`src/rtl/vga_display_regbank.sv`:
```
// vga_display_regbank: double-buffered display register bank that swaps banks at vsync assertion
module vga_display_regbank #(
  parameter int DATA_W = 8,
  parameter int DEPTH = 16,
  parameter logic [DATA_W-1:0] RESET_VALUE = '0,
  parameter bit VSYNC_ACTIVE_LOW = 1'b1
) (
  input  logic CLK,
  input  logic RESET,
  input  logic VSync,
  input  logic [$clog2(DEPTH)-1:0] RdAddr,
  output logic [DATA_W-1:0] RdData,
  input  logic WrEn,
  input  logic [$clog2(DEPTH)-1:0] WrAddr,
  input  logic [DATA_W-1:0] WrData,
  input  logic Commit,
  output logic WrReady,
  output logic Pending,
  output logic SwapDone
);
  localparam int AW = $clog2(DEPTH);
  localparam logic [AW-1:0] LAST = AW'(DEPTH - 1);
  typedef enum logic [1:0] {IDLE, PENDING, COPY} state_t;
  state_t state, next;
  logic [DATA_W-1:0] bank0 [DEPTH];
  logic [DATA_W-1:0] bank1 [DEPTH];
  logic front_sel, vs_q, vs_edge, we;
  logic [AW-1:0] cnt, wa;
  logic [DATA_W-1:0] wd;
  assign vs_edge = (VSync ^ VSYNC_ACTIVE_LOW) & ~(vs_q ^ VSYNC_ACTIVE_LOW);
  assign RdData = front_sel ? bank1[RdAddr] : bank0[RdAddr];
  assign WrReady = state == IDLE;
  assign Pending = state == PENDING;
  // next state: commit arms the swap, vsync assertion swaps, copy runs one pass over the bank
  always_comb begin
    next = (state == IDLE && Commit) ? PENDING :
           (state == PENDING && vs_edge) ? COPY :
           (state == COPY && cnt == LAST) ? IDLE : state;
  end
  // back-bank write port: producer writes while idle, resync copy from front while copying
  always_comb begin
    we = (state == IDLE && WrEn) || state == COPY;
    wa = state == COPY ? cnt : WrAddr;
    wd = state == COPY ? (front_sel ? bank1[cnt] : bank0[cnt]) : WrData;
  end
  // control state: fsm, bank select, copy counter, vsync sample and done pulse
  always_ff @(posedge CLK) begin
    if (!RESET) begin
      state <= IDLE;
      front_sel <= 1'b0;
      cnt <= '0;
      vs_q <= VSYNC_ACTIVE_LOW;
      SwapDone <= 1'b0;
    end else begin
      state <= next;
      vs_q <= VSync;
      SwapDone <= state == COPY && cnt == LAST;
      if (state == PENDING && vs_edge) begin
        front_sel <= ~front_sel;
        cnt <= '0;
      end else if (state == COPY) cnt <= cnt + 1'b1;
    end
  end
  // storage: both banks cleared on reset, only the back bank is ever written
  always_ff @(posedge CLK) begin
    if (!RESET) begin
      for (int i = 0; i < DEPTH; i++) begin
        bank0[i] <= RESET_VALUE;
        bank1[i] <= RESET_VALUE;
      end
    end else if (we) begin
      if (front_sel) bank0[wa] <= wd;
      else bank1[wa] <= wd;
    end
  end
endmodule

```
`config.mk`:
```
export PLATFORM = sky130hd
export DESIGN_NAME = vga_display_regbank
export DESIGN_NICKNAME = d
export VERILOG_FILES = /design/src/rtl/vga_display_regbank.sv
export SDC_FILE = /design/constraint.sdc
export NUM_CORES = 1
export LEC_CHECK = 0
export CAP_MARGIN = 20
export CORE_ASPECT_RATIO = 0.9
export CORE_MARGIN = 4
export CORE_UTILIZATION = 59
export DETAILED_ROUTE_END_ITERATION = 12
export PLACE_DENSITY = 0.82
export SLEW_MARGIN = 20
export SYNTH_ARGS = -nofsm -noshare
export SYNTH_HDL_FRONTEND = slang
export SYNTH_SLANG_ARGS = --single-unit
```
`constraint.sdc`:
```
create_clock -name CLK -period 4.6 [get_ports CLK]
set_clock_uncertainty 0.1 [all_clocks]
set_input_delay 0.69 -clock CLK [delete_from_list [all_inputs] [get_ports CLK]]
set_output_delay 0.69 -clock CLK [all_outputs]
set_load 0.01 [all_outputs]
```
==> results.sh <==
export IMPL_post_synth_main_area_contributors="sky130_fd_sc_hd__edfxtp_1 (51%), sky130_fd_sc_hd__mux4_2 (12%), sky130_fd_sc_hd__o22ai_1 (11%), sky130_fd_sc_hd__mux2i_1 (8.7%), sky130_fd_sc_hd__a22oi_1 (3.2%)"
export IMPL_cts_made_buffers=28
export IMPL_number_of_warnings_reported_in_the_yosys_synthesis_log=0
export IMPL_worst_slew_margin_rel_pct=27.1
export IMPL_final_cell_count_without_fillers=1569
export IMPL_fin_setup_tns_ns=0
export IMPL_die_height_um=160
export IMPL_placed_cell_area_mm2=0.0160
export IMPL_first_global_vias=11800
export IMPL_gr_usage_all_layers_pct=40.2
export IMPL_slew_viols_final=0
export IMPL_synth_async_reset_ratio_pct=0
export IMPL_tightestPinTransition_ns=1.09
export IMPL_io_pins=32
export IMPL_drt_total_wl_mm=57.4
export IMPL_place_detailed_instances=1517
export IMPL_min_period_over_period_pct=88.5
export IMPL_post_route_util_pct=67.2
export IMPL_port_buffers=31
export IMPL_netlist_instances=1192
export IMPL_postLayoutSetupSlackWorst_ns=0.530
export IMPL_post_cts_resize_count=0
export IMPL_maximum_number_of_pins_on_one_net_before_global_route_repair=42
export IMPL_place_ws_ns=0.546
export IMPL_grt_ovf=0
export IMPL_design_final_nets=1227
export IMPL_floorplan_initialDensity_pct=60.0
export IMPL_layout_min_cycle_time_ns=4.07
export IMPL_die_w_um=177
export IMPL_grt_pass1_wl_mm=82.7
export IMPL_final_area_mm2=0.0169
export IMPL_postSynthRegisterBits=269
export IMPL_die_area_mm2=0.0282
export IMPL_timing_critical_path_arrival_ns=3.28
export IMPL_setup_viol_count_final=0
export IMPL_ys_seq_area_share_pct=52.6
export IMPL_insertedDiodeCount=0
export IMPL_route_detailed_drc=0
export IMPL_synth_enable_flop_cells=256
export IMPL_drt_first_iter_violations=3214
export IMPL_maximum_vdd_drop_mv=0.328
export IMPL_antenna_violating_nets_post_route=0
export IMPL_wire_per_inst_um=36.6
export IMPL_synth_net_count=1214
export IMPL_drive_above_1_share_pct=18.3
export IMPL_syn2layout_area_growth_pct=12.1
export IMPL_timing_critical_path_from_type="input pin"
export IMPL_cts_root_to_sink_buffers=3
export IMPL_cts_root_buf="sky130_fd_sc_hd__clkbuf_16"
export IMPL_run_status="finished, final reports clean"
export IMPL_rows=55
export IMPL_cts_hold_buffers=0
export IMPL_data_required_critical_path_ns=3.81
export IMPL_total_leakage_power_uw=0.00530
export IMPL_yosysUniqueCellTypes=40
export IMPL_weighted_congestion_at_the_end_of_routability_driven_global_placement=1.02
export IMPL_core_area_mm2=0.0252
export IMPL_cts_max_level=1
export IMPL_place_hpwl_mm=40.8
export IMPL_pwr_density_cell_mw_per_mm2=358
export IMPL_final_hold_viol_count=0
export IMPL_most_common_layout_cells="sky130_fd_sc_hd__o22ai_1 (256), sky130_fd_sc_hd__edfxtp_1 (256), sky130_fd_sc_hd__mux2i_1 (132)"
export IMPL_insertion_delay_to_the_later_sink_of_the_worst_skew_pair_ns=0.58
export IMPL_max_freq_mhz=246
export IMPL_clk_sink_count=269
export IMPL_synthesis_area_per_instance_um2=12.7
export IMPL_max_cap_violations=0
export IMPL_detailedRoute_firstPassIterationCount=9
export IMPL_hp_class="register to register"
export IMPL_category_of_the_worst_setup_path_capture_point="output pin"
export IMPL_synth_top_cell_area_share_pct=50.9
export IMPL_synth_flop_cell="sky130_fd_sc_hd__edfxtp_1"
export IMPL_vias=12800
export IMPL_critPathKind="input pin to output pin"
export IMPL_crit_path_max_fanout=20
export IMPL_cts_repair_timing_setup_buffer_count=0
export IMPL_via_per_inst=8.13
export IMPL_synth_area_leader_cell="sky130_fd_sc_hd__edfxtp_1"
export IMPL_initial_antenna_violation_count=0
export IMPL_mapped_cell_area_mm2=0.0151
export IMPL_unrepaired_setup_endpoints_after_global_routing="no"
export IMPL_cts_tree="yes"
export IMPL_fillCellCount=1850
export IMPL_cts_reportedPaths_clkPinSlew_ns=0.06
-- cell usage after synthesis (3+ instances only) --
library cell	n
sky130_fd_sc_hd__nor2_1	19
sky130_fd_sc_hd__mux2i_1	132
sky130_fd_sc_hd__inv_1	4
sky130_fd_sc_hd__a22oi_1	65
sky130_fd_sc_hd__or3_1	5
sky130_fd_sc_hd__o22ai_1	256
sky130_fd_sc_hd__dfxtp_1	13
sky130_fd_sc_hd__a21oi_1	34
sky130_fd_sc_hd__mux4_2	80
sky130_fd_sc_hd__buf_2	32
sky130_fd_sc_hd__clkbuf_1	72
sky130_fd_sc_hd__o21ai_0	33
sky130_fd_sc_hd__buf_6	5
sky130_fd_sc_hd__nand3_1	20
sky130_fd_sc_hd__nor3_1	3
sky130_fd_sc_hd__nand2_1	84
sky130_fd_sc_hd__and2_1	3
sky130_fd_sc_hd__or4_1	8
sky130_fd_sc_hd__nand2b_1	10
sky130_fd_sc_hd__buf_4	9
sky130_fd_sc_hd__buf_1	9
sky130_fd_sc_hd__or2_2	3
sky130_fd_sc_hd__nor2b_1	5
sky130_fd_sc_hd__edfxtp_1	256
sky130_fd_sc_hd__mux2_2	11
-- through the flow --
step / hold slack (ns) / total power [uW]
6_report: 0.431 / 6060
5_1_grt: 0.481 / 6160
4_1_cts: 0.439 / 5990
3_5_place_dp: 0.432 / 3690
3_3_place_gp: 0.405 / 3680
2_1_floorplan: 0.382 / 3350
-- logic make-up (layout without fill, tap and decap cells) --
family                   Yosys count  after routing  synth area share, %
multiplexers                     223            223                 21.5
AO/OA/AOI/OAI                    395            395                 16.4
flip-flops                       269            269                 52.6
AND/OR/NAND/NOR                  168            168                 5.18
adder cells (fa/ha/maj)            1              1               0.0828
buffers and inverters            132            167                 4.02
XOR/XNOR                           4              4                0.232
-- registers in the layout, indices dropped and copies added (netlist names), named ones only --
register,cells
bank0,128
SwapDone,1
front_sel,1
cnt,4
vs_q,1
state,2
bank1,128
-- critical path, cell delays in order --
cell and delay [ns]:
sky130_fd_sc_hd__buf_4 0.38, sky130_fd_sc_hd__buf_4 0.29, sky130_fd_sc_hd__mux4_2 0.57, sky130_fd_sc_hd__mux4_2 0.52
sky130_fd_sc_hd__mux2_2 0.33, sky130_fd_sc_hd__clkdlybuf4s50_1 0.49
-- layer usage --
layer | part of all wire, % | track usage [%] | vias to the layer above
met4 | 4.8 | 12.7 | 2
met3 | 21 | 20.2 | 223
li1 | - | - | 4949
met2 | 39 | 53.0 | 1477
met5 | 0.10 | 1.56 | -
met1 | 35 | 58.4 | 6109
-- worst paths after layout --
path,from,endpoint,slack (ns),cells after the start
min,vs_q,state[0],0.43,3
min reg2reg,vs_q,state[0],0.43,3
max,RdAddr[0],RdData[4],0.53,6
max reg2reg,register,bank0[5][4],0.96,6
-- area by class of cell --
type / instances / area [um^2] / share of cell area [%]
Sequential cell: 269 / 7950 / 47.0
Multi-Input combinational cell: 791 / 6560 / 38.7
Timing Repair Buffer: 110 / 1020 / 6.03
Clock buffer: 36 / 761 / 4.49
Tap cell: 342 / 428 / 2.53
Clock inverter: 16 / 188 / 1.11
Inverter: 5 / 18.8 / 0.111
-- report_power, final --
group / internal, uW / total (uW) / switching, uW
logic: 321 / 814 / 493
registers: 2770 / 2880 / 109
clock network: 1350 / 2370 / 1020
(Power assumes the default switching activity.)
